File: src/rtl/switch_pkg.sv
// rtl/switch_pkg.sv - shared types and sizing helpers for the switch input path
package switch_pkg;

    typedef enum logic {
        IDLE = 1'b0,
        LOCK = 1'b1
    } arb_state_e;

    function automatic int bus_size(input int data_size, input int addr_size);
        return data_size + addr_size + 1;
    endfunction

    // Local port sits after all neighbour links.
    function automatic int local_port(input int ports_num);
        return ports_num;
    endfunction

    function automatic int idx_width(input int n);
        return (n > 1) ? $clog2(n) : 1;
    endfunction

endpackage

File: src/rtl/switch_input_arbiter_if.sv
// rtl/switch_input_arbiter_if.sv - input ports to flit queue arbitration bundle
interface switch_input_arbiter_if #(
    parameter int DATA_SIZE = 32,
    parameter int ADDR_SIZE = 4,
    parameter int PORTS_NUM = 4
);
    localparam int N        = PORTS_NUM + 1;
    localparam int BUS_SIZE = switch_pkg::bus_size(DATA_SIZE, ADDR_SIZE);
    localparam int IW       = switch_pkg::idx_width(N);

    logic [N-1:0]          req_i;
    logic [BUS_SIZE*N-1:0] data_i;
    logic                  q_full_i;
    logic [N-1:0]          ack_o;
    logic                  wr_req_o;
    logic [BUS_SIZE-1:0]   data_o;
    logic [IW-1:0]         owner_o;

    modport master (
        output req_i, data_i, q_full_i,
        input  ack_o, wr_req_o, data_o, owner_o
    );

    modport slave (
        input  req_i, data_i, q_full_i,
        output ack_o, wr_req_o, data_o, owner_o
    );

endinterface

File: src/rtl/rr_priority_pick.sv
// rtl/rr_priority_pick.sv - first requester at or after a start index, wrapping modulo N
module rr_priority_pick
    import switch_pkg::*;
#(
    parameter int N  = 5,
    parameter int IW = idx_width(N)
) (
    input  logic [N-1:0]  req_i,
    input  logic [IW-1:0] start_i,
    output logic [N-1:0]  grant_o,
    output logic [IW-1:0] idx_o,
    output logic          valid_o
);

    logic [IW-1:0] cur;

    // N need not be a power of two, so the wrap is an explicit compare.
    always_comb begin
        grant_o = '0;
        idx_o   = '0;
        valid_o = 1'b0;
        cur     = start_i;
        for (int i = 0; i < N; i++) begin
            if (!valid_o && req_i[cur]) begin
                valid_o      = 1'b1;
                grant_o[cur] = 1'b1;
                idx_o        = cur;
            end
            cur = (cur == IW'(N - 1)) ? '0 : cur + 1'b1;
        end
    end

endmodule

File: src/rtl/switch_input_arbiter.sv
// rtl/switch_input_arbiter.sv - round-robin input arbiter with burst locking
module switch_input_arbiter
    import switch_pkg::*;
#(
    parameter int DATA_SIZE = 32,
    parameter int ADDR_SIZE = 4,
    parameter int PORTS_NUM = 4,
    parameter int MAX_BURST = 4
) (
    input logic                  clk,
    input logic                  a_rst,
    switch_input_arbiter_if.slave bus
);

    localparam int N        = PORTS_NUM + 1;
    localparam int BUS_SIZE = bus_size(DATA_SIZE, ADDR_SIZE);
    localparam int IW       = idx_width(N);
    localparam int BW       = idx_width(MAX_BURST + 1);

    arb_state_e          state_q, state_d;
    logic [IW-1:0]       owner_q, owner_d;
    logic [IW-1:0]       ptr_q, ptr_d;
    logic [BW-1:0]       burst_q, burst_d;
    logic [N-1:0]        ack_q, ack_d;
    logic                wr_q, wr_d;
    logic [BUS_SIZE-1:0] data_q, data_d;

    logic [IW-1:0]       owner_inc;
    logic [IW-1:0]       pick_start;
    logic [N-1:0]        pick_grant;
    logic [IW-1:0]       pick_idx;
    logic                pick_valid;

    function automatic logic [IW-1:0] wrap_inc(input logic [IW-1:0] i);
        return (i == IW'(N - 1)) ? '0 : i + 1'b1;
    endfunction

    assign owner_inc  = wrap_inc(owner_q);
    assign pick_start = (state_q == LOCK) ? owner_inc : ptr_q;

    rr_priority_pick #(.N(N), .IW(IW)) u_pick (
        .req_i   (bus.req_i),
        .start_i (pick_start),
        .grant_o (pick_grant),
        .idx_o   (pick_idx),
        .valid_o (pick_valid)
    );

    always_comb begin
        state_d = state_q;
        owner_d = owner_q;
        ptr_d   = ptr_q;
        burst_d = burst_q;
        ack_d   = '0;
        wr_d    = 1'b0;
        data_d  = data_q;

        // A full queue freezes everything, including a pending release.
        if (!bus.q_full_i) begin
            if (state_q == LOCK && bus.req_i[owner_q] && burst_q < BW'(MAX_BURST)) begin
                ack_d[owner_q] = 1'b1;
                burst_d        = burst_q + 1'b1;
            end else begin
                if (state_q == LOCK) begin
                    ptr_d = owner_inc;
                end
                if (pick_valid) begin
                    ack_d   = pick_grant;
                    owner_d = pick_idx;
                    burst_d = BW'(1);
                    if (MAX_BURST == 1) begin
                        state_d = IDLE;
                        ptr_d   = wrap_inc(pick_idx);
                    end else begin
                        state_d = LOCK;
                    end
                end else begin
                    state_d = IDLE;
                end
            end
        end

        wr_d = |ack_d;
        for (int k = 0; k < N; k++) begin
            if (ack_d[k]) begin
                data_d = bus.data_i[k*BUS_SIZE +: BUS_SIZE];
            end
        end
    end

    always_ff @(posedge clk or negedge a_rst) begin
        if (!a_rst) begin
            state_q <= IDLE;
            owner_q <= '0;
            ptr_q   <= '0;
            burst_q <= '0;
            ack_q   <= '0;
            wr_q    <= 1'b0;
            data_q  <= '0;
        end else begin
            state_q <= state_d;
            owner_q <= owner_d;
            ptr_q   <= ptr_d;
            burst_q <= burst_d;
            ack_q   <= ack_d;
            wr_q    <= wr_d;
            data_q  <= data_d;
        end
    end

    assign bus.ack_o    = ack_q;
    assign bus.wr_req_o = wr_q;
    assign bus.data_o   = data_q;
    assign bus.owner_o  = owner_q;

endmodule
File: src/flat_wrapper.sv
// flat-port wrapper written by rule: the top's interface ports become plain ports
module switch_input_arbiter_flat import switch_pkg::*;
#(
    parameter int DATA_SIZE = 32,
    parameter int ADDR_SIZE = 4,
    parameter int PORTS_NUM = 4,
    parameter int MAX_BURST = 4
)
  (clk, a_rst, bus_req_i, bus_data_i, bus_q_full_i, bus_ack_o, bus_wr_req_o, bus_data_o, bus_owner_o);
  switch_input_arbiter_if #(.DATA_SIZE(DATA_SIZE), .ADDR_SIZE(ADDR_SIZE), .PORTS_NUM(PORTS_NUM)) bus_i ();
  input logic clk;
  input logic a_rst;
  input wire logic [$bits(bus_i.req_i)-1:0] bus_req_i;
  input wire logic [$bits(bus_i.data_i)-1:0] bus_data_i;
  input wire logic [$bits(bus_i.q_full_i)-1:0] bus_q_full_i;
  output wire logic [$bits(bus_i.ack_o)-1:0] bus_ack_o;
  output wire logic [$bits(bus_i.wr_req_o)-1:0] bus_wr_req_o;
  output wire logic [$bits(bus_i.data_o)-1:0] bus_data_o;
  output wire logic [$bits(bus_i.owner_o)-1:0] bus_owner_o;
  assign bus_i.req_i = bus_req_i;
  assign bus_i.data_i = bus_data_i;
  assign bus_i.q_full_i = bus_q_full_i;
  assign bus_ack_o = bus_i.ack_o;
  assign bus_wr_req_o = bus_i.wr_req_o;
  assign bus_data_o = bus_i.data_o;
  assign bus_owner_o = bus_i.owner_o;
  switch_input_arbiter #(.DATA_SIZE(DATA_SIZE), .ADDR_SIZE(ADDR_SIZE), .PORTS_NUM(PORTS_NUM), .MAX_BURST(MAX_BURST)) u_core (.clk(clk), .a_rst(a_rst), .bus(bus_i));
endmodule
File: config.mk
export PLATFORM = sky130hd
export DESIGN_NAME = switch_input_arbiter_flat
export DESIGN_NICKNAME = d
export VERILOG_FILES = /design/src/rtl/switch_pkg.sv /design/src/rtl/switch_input_arbiter_if.sv /design/src/rtl/rr_priority_pick.sv /design/src/rtl/switch_input_arbiter.sv /design/src/flat_wrapper.sv
export SDC_FILE = /design/constraint.sdc
export NUM_CORES = 1
export LEC_CHECK = 0
export ABC_AREA = 0
export CAP_MARGIN = 20
export CORE_MARGIN = 3
export CORE_UTILIZATION = 42
export DETAILED_ROUTE_END_ITERATION = 16
export GPL_ROUTABILITY_DRIVEN = 0
export PLACE_DENSITY = 0.83
export SLEW_MARGIN = 10
export SYNTH_ARGS = -nofsm -noshare
export SYNTH_HDL_FRONTEND = slang
export SYNTH_SLANG_ARGS = --single-unit
export TNS_END_PERCENT = 10
File: constraint.sdc
create_clock -name clk -period 8.4 [get_ports clk]
set_clock_uncertainty 0.05 [all_clocks]
set_input_delay 1.26 -clock clk [delete_from_list [all_inputs] [get_ports clk]]
set_output_delay 1.26 -clock clk [all_outputs]
set_load 0.005 [all_outputs]
======== After elaboration in Yosys (flattened, before gate mapping) ========
Index checks and enable logic that the tools add are counted.
W data, S select, Z words.
operators by class
  add/sub/neg operators ................... 6
  bitwise gates (word level) .............. 6
  equality and inequality tests ........... 5
  reductions and logical operators ........ 22
  mux-type cells .......................... 56
  order comparisons ....................... 13
operators with widths
  cell                   number
  $mux W37               5
  $mux W5                8
  $mux W3                13
  $lt A3 B4 Y1 const B   6
  $or A5 B5 Y5           4
  $add A3 B1 Y3 const B  6
  $bmux W1 S3            6
  $demux W1 S3           6
  $ge A3 B1 Y1 const B   6
  $mux W1                18
  $eq A3 B3 Y1 const B   5
  $logic_and A1 B1 Y1    12
  $reduce_bool A5 Y1     1
  $reduce_or A5 Y1       1
  $logic_not A1 Y1       4
  $reduce_and A2 Y1      2
  $lt A3 B3 Y1 const B   1
  $reduce_and A3 Y1      1
  $not A1 Y1             2
  $reduce_bool A2 Y1     1
word-level totals
  input port bits ......................... 193
  register bits ........................... 53
  logic and storage cells ................. 115
  output and inout port bits .............. 46

======== Longest topological paths before layout ========
  depth after elaboration ................. 26
  gate-level depth with buffers ........... 28
  gate-level depth less buffers ........... 22

======== By module ========
Synthesis repeated with hierarchy kept, for this count alone.
unflattened totals
  cell total of the unflattened synthesis .. 643
  area total of the unflattened synthesis .. 5490.3 sq um
by module, submodules not included
  module                sequential area each (sq um)  cells an instance  area each (sq um)  times used
  switch_input_arbiter  1326.3                        489                4406.7             1
  rr_priority_pick      0.0                           154                1083.5             1

======== Worst setup path after synthesis ========
No wires, ideal clock.
  path kind ............................... register to register
  from .................................... reg u_core.owner_q[0] (netlist: u_core.bus.owner_o[0])
  to ...................................... reg u_core.data_q[11] (netlist: u_core.bus.data_o[11])
  required time ........................... 8227 ps
  cell stages (with the launch flop) ...... 28
  path slack .............................. 2190 ps
  path buffers ............................ 7
  library setup time ...................... 123 ps
  period minus slack after synthesis ...... 6210 ps
  arrival ................................. 6038 ps
  cell sequence ........................... dfrtp_1 > buf_2 > inv_1 > ha_1 > nand2_1 > a21oi_1 > clkbuf_1 > ha_1 > a21o_1 > ha_1 > o31ai_1 > a41oi_2 > o22ai_4 > inv_4 > buf_2 > ha_1 > clkbuf_1 > mux4_2 > a22o_1 > a211oi_4 > and4_1 > buf_4 > a311oi_1 > a41o_1 > or4_4 > buf_6 > buf_6 > o221a_1
between the ends
  word-level cells in the longest chain between the ends .. 25
  elaborated cells on any way between the ends .. 90
  classes of those cells .................. add/sub: 5; order compare: 12; eq/ne: 5; mux: 47; bitwise: 4; reduce/logical: 17
RTL lines
  what                                                   line                         source
  start, declared                                        switch_input_arbiter.sv:21   logic [IW-1:0] owner_q, owner_d;
  start signal, assigned                                 switch_input_arbiter.sv:102  owner_q <= owner_d;
  branches (longest 19 deep; another with $lt A3 B4 Y1)  n/a
  $mux W5 *                                              switch_input_arbiter.sv:60   if (state_q == LOCK && bus.req_i[owner_q] && burst_q < BW'(MAX_BURST)) begin
  $mux W5 *                                              switch_input_arbiter.sv:59   if (!bus.q_full_i) begin
  $mux W37 (4 in a row)                                  switch_input_arbiter.sv:85   if (ack_d[k]) begin
  end signal, assigned                                   switch_input_arbiter.sv:107  data_q <= data_d;
  end, declared                                          switch_input_arbiter.sv:26   logic [BUS_SIZE-1:0] data_q, data_d;
Every way passes the cells marked *. The select of a mux whose other input is x is not followed.
A chain may end at the register's enable or synchronous reset.

======== Worst setup path in the final report ========
  from .................................... reg u_core.owner_q[0] (netlist: u_core.bus.owner_o[0])
  to ...................................... reg u_core.data_q[23] (netlist: u_core.bus.data_o[23])
between the ends
  word-level cells in the longest chain between the ends .. 25
  elaborated cells on any way between the ends .. 90
  classes of those cells .................. add/sub: 5; order compare: 12; eq/ne: 5; mux: 47; bitwise: 4; reduce/logical: 17
RTL lines
  what                                                   line                        source
  $add A3 B1 Y3 / $eq A3 B3 Y1 (equally long branches)   switch_input_arbiter.sv:35  return (i == IW'(N - 1)) ? '0 : i + 1'b1;
  $mux W3 *                                              switch_input_arbiter.sv:35
  $mux W3 *                                              n/a
  net u_core.pick_start[1]                               switch_input_arbiter.sv:29  logic [IW-1:0] pick_start;
  branches (longest 15 deep; another with $lt A3 B4 Y1)  n/a
  $mux W5 *                                              switch_input_arbiter.sv:67  if (pick_valid) begin
  $mux W5 *                                              switch_input_arbiter.sv:60
  $mux W5 *                                              switch_input_arbiter.sv:59
  $mux W37 (4 in a row)                                  switch_input_arbiter.sv:85
Mark *: on every way through the listed nets, which the timed path passes. The select of a mux whose other input is x is not followed.

==> results.toml <==
[status]
outcome = "completed"

[floorplanning]
core_area_um2 = 11000
die_area_um2 = 12800
die_w_um = 113
rows = 38
pin_count = 239
chipHeight_um = 113
initial_core_util_pct = 43.8

[timing]
setup_tns_ns = 0
worst_pin_slew_ns = 1.01
period_needed_ns = 7.33
hold_viol_final = 0
hold_slack_ns = 0.440
setup_slack_ns = 1.07
rsz0062_at_grt = "no"
max_freq_mhz = 136
slew_violations = 0
fin_crit_sh_pct = 87.3
setup_viol = 0
maxSlewHeadroom_pct = 32.3

[run]
max_cap_viol_count = 0

[layout]
drive_gt1_share_pct = 6.04
final_nets = 962
n_antenna_cell = 0
syn2layout_area_growth_pct = 51.8

[setup_path]
cpMostUsedCell = "ha_1"
max_stage_delay_ns = 0.67
worstSetupPathType = "register to register"
crit_slowest_cell = "o311ai_0"
regToRegStartpoint = "u_core.bus.owner_o[0]"
cp_num_buf_inv = 3
cp-end-kind = "register"
cp-start-kind = "register"
crit_fanout = 39
cp.required_ns = 8.58
cp_cell_sequence = "inv_1, ha_1, mux2_2, clkinv_1, ha_1, a21o_1, ha_1, o31ai_1, a41oi_2, o22ai_4, inv_4, ha_1, mux4_2, a22o_1, a211o_1, mux2i_1, o311ai_0, o21ai_4, or4_4, nand2b_2, o221a_1"
path_delay_family = "compound AO/OA/AOI/OAI gates"
crit_start = "u_core.bus.owner_o[0]"
crit_arrival_ns = 7.51

[global_route]
grt_pass1_wl_mm = 28.3
overflow = 0
grt_max_degree = 54
grt_pass1_vias = 5256
grt_antenna_before_repair = 0
grtUsageTotal_pct = 27.4

[drt]
dr.first_iter.drc_count = 608
via_count = 5379
drt-total-wl_mm = 18.5
route.antenna.remaining_nets = 0
wl_per_cell_um = 20.5
first_pass_iters = 5
drc = 0
via_per_inst = 5.97

[clocking]
clk_path_buf_depth = 2
htreeDepth = 2
cts.repair.resized = 0
clkSinkCount = 53
post_cts_buffers = 0
root_buffer = "clkbuf_16"
insertion_delay_ns = 0.29
cts_buffers = 5
cts_tree = "done"
clk_pin_slew_ns = 0.07
cts_hold_buf = 0

[yosys]
synthDominantCellAreaShare_pct = 27.5
yosys_register_bits = 53
netlist_area_um2 = 4830
synthArstFlopShare_pct = 100
yosysMostFrequentCell = "nand2_1"
yosys-top-cells-count = "91 x nand2_1, 53 x dfrtp_1, 43 x mux2i_1, 41 x nand2b_1, 41 x o211ai_1"
post_synth_num_cell_types = 77
synth_nets = 754
syn_inst = 552
synth-main-ff-cell = "dfrtp_1"
syn_area_per_cell_um2 = 8.75
ys_top_cells_by_area = "dfrtp_1 27%, mux2i_1 8.9%, nand2_1 7.1%"
synth_edf_count = 0
ys_warn_count = 0
yosysSeqAreaShare_pct = 27.5
yosysTopAreaCell = "dfrtp_1"

[placed_design]
place_ws_ns = 0.663
hpwlAfterDp_mm = 14.4
port_buffers = 238

[min_path]
min-delay-start = "u_core.burst_q[0]"
worstHoldPathType = "register to register"
==> area by class of cell <==
type                    instances  area (um2)
multi-input cells             438        3180
fillers                       901        3700
clock buffers                   5         125
clock inverters                 3        21.3
inverters                      15        58.8
well taps                     140         175
repair buffers                247        2440
flip-flops and latches         53        1330
==> path summary, 6_finish.rpt <==
kind | slack [ns] | to | cells after the start
max in group asynchronous | 6.80 | u_core.bus.data_o[4] | 2
hold / removal | 0.44 | u_core.burst_q[0] | 1
hold reg to reg | 0.44 | u_core.burst_q[0] | 1
min in group asynchronous | 1.04 | u_core.bus.ack_o[2] | 2
setup / recovery | 1.07 | u_core.bus.data_o[23] | 21
setup reg to reg | 1.07 | u_core.bus.data_o[23] | 21
==> through the flow <==
stage,instances,instance area [um2],util [%]
6_report,901,7330,66.5
5_1_grt,901,7330,66.5
4_1_cts,900,7320,66.4
3_5_place_dp,892,7180,65.1
3_3_place_gp,892,7180,65.1
2_1_floorplan,552,4830,-
==> registers in the layout, summed over array words and instances (netlist names) <==
| register | count |
|---|---|
| u_core.bus.ack_o | 5 |
| u_core.bus.data_o | 37 |
| u_core.state_q | 1 |
| u_core.ptr_q | 3 |
| u_core.bus.owner_o | 3 |
| u_core.burst_q | 3 |
| u_core.bus.wr_req_o | 1 |
==> cell usage in the layout, fill, tap and decap left out, types with 12 or more instances in the layout <==
cell / Yosys / routed
mux2i_1: 43 / 43
nand2b_1: 41 / 41
nand3_1: 15 / 15
clkdlybuf4s50_1: 0 / 237
dfrtp_1: 53 / 53
nand2_1: 91 / 91
nor2_1: 25 / 24
o221a_1: 30 / 30
o211ai_1: 41 / 41
inv_1: 13 / 13
a21oi_1: 12 / 12
==> routing by layer <==
metal	routed length, um	track usage, %	part of all wire, %
met5	0	0	0
met4	634	8.57	3.4
met3	1690	6.74	9.2
met2	9050	47.1	49
met1	7130	33.9	39
==> logic make-up after synthesis <==
| logic type | share of synthesized area (%) |
|---|---|
| muxes | 10.3 |
| DFF | 27.5 |
| xor gates and xnor gates | 0.544 |
| and+or+nand+nor | 21.7 |
| AOI/OAI and AO/OA | 30.7 |
| adders and majority gates | 2.33 |
| buffers and inverters | 6.99 |
Power is left out: the tool's default activity adds up to more than one toggle a clock period on the data nets, which glitch-free logic cannot reach.
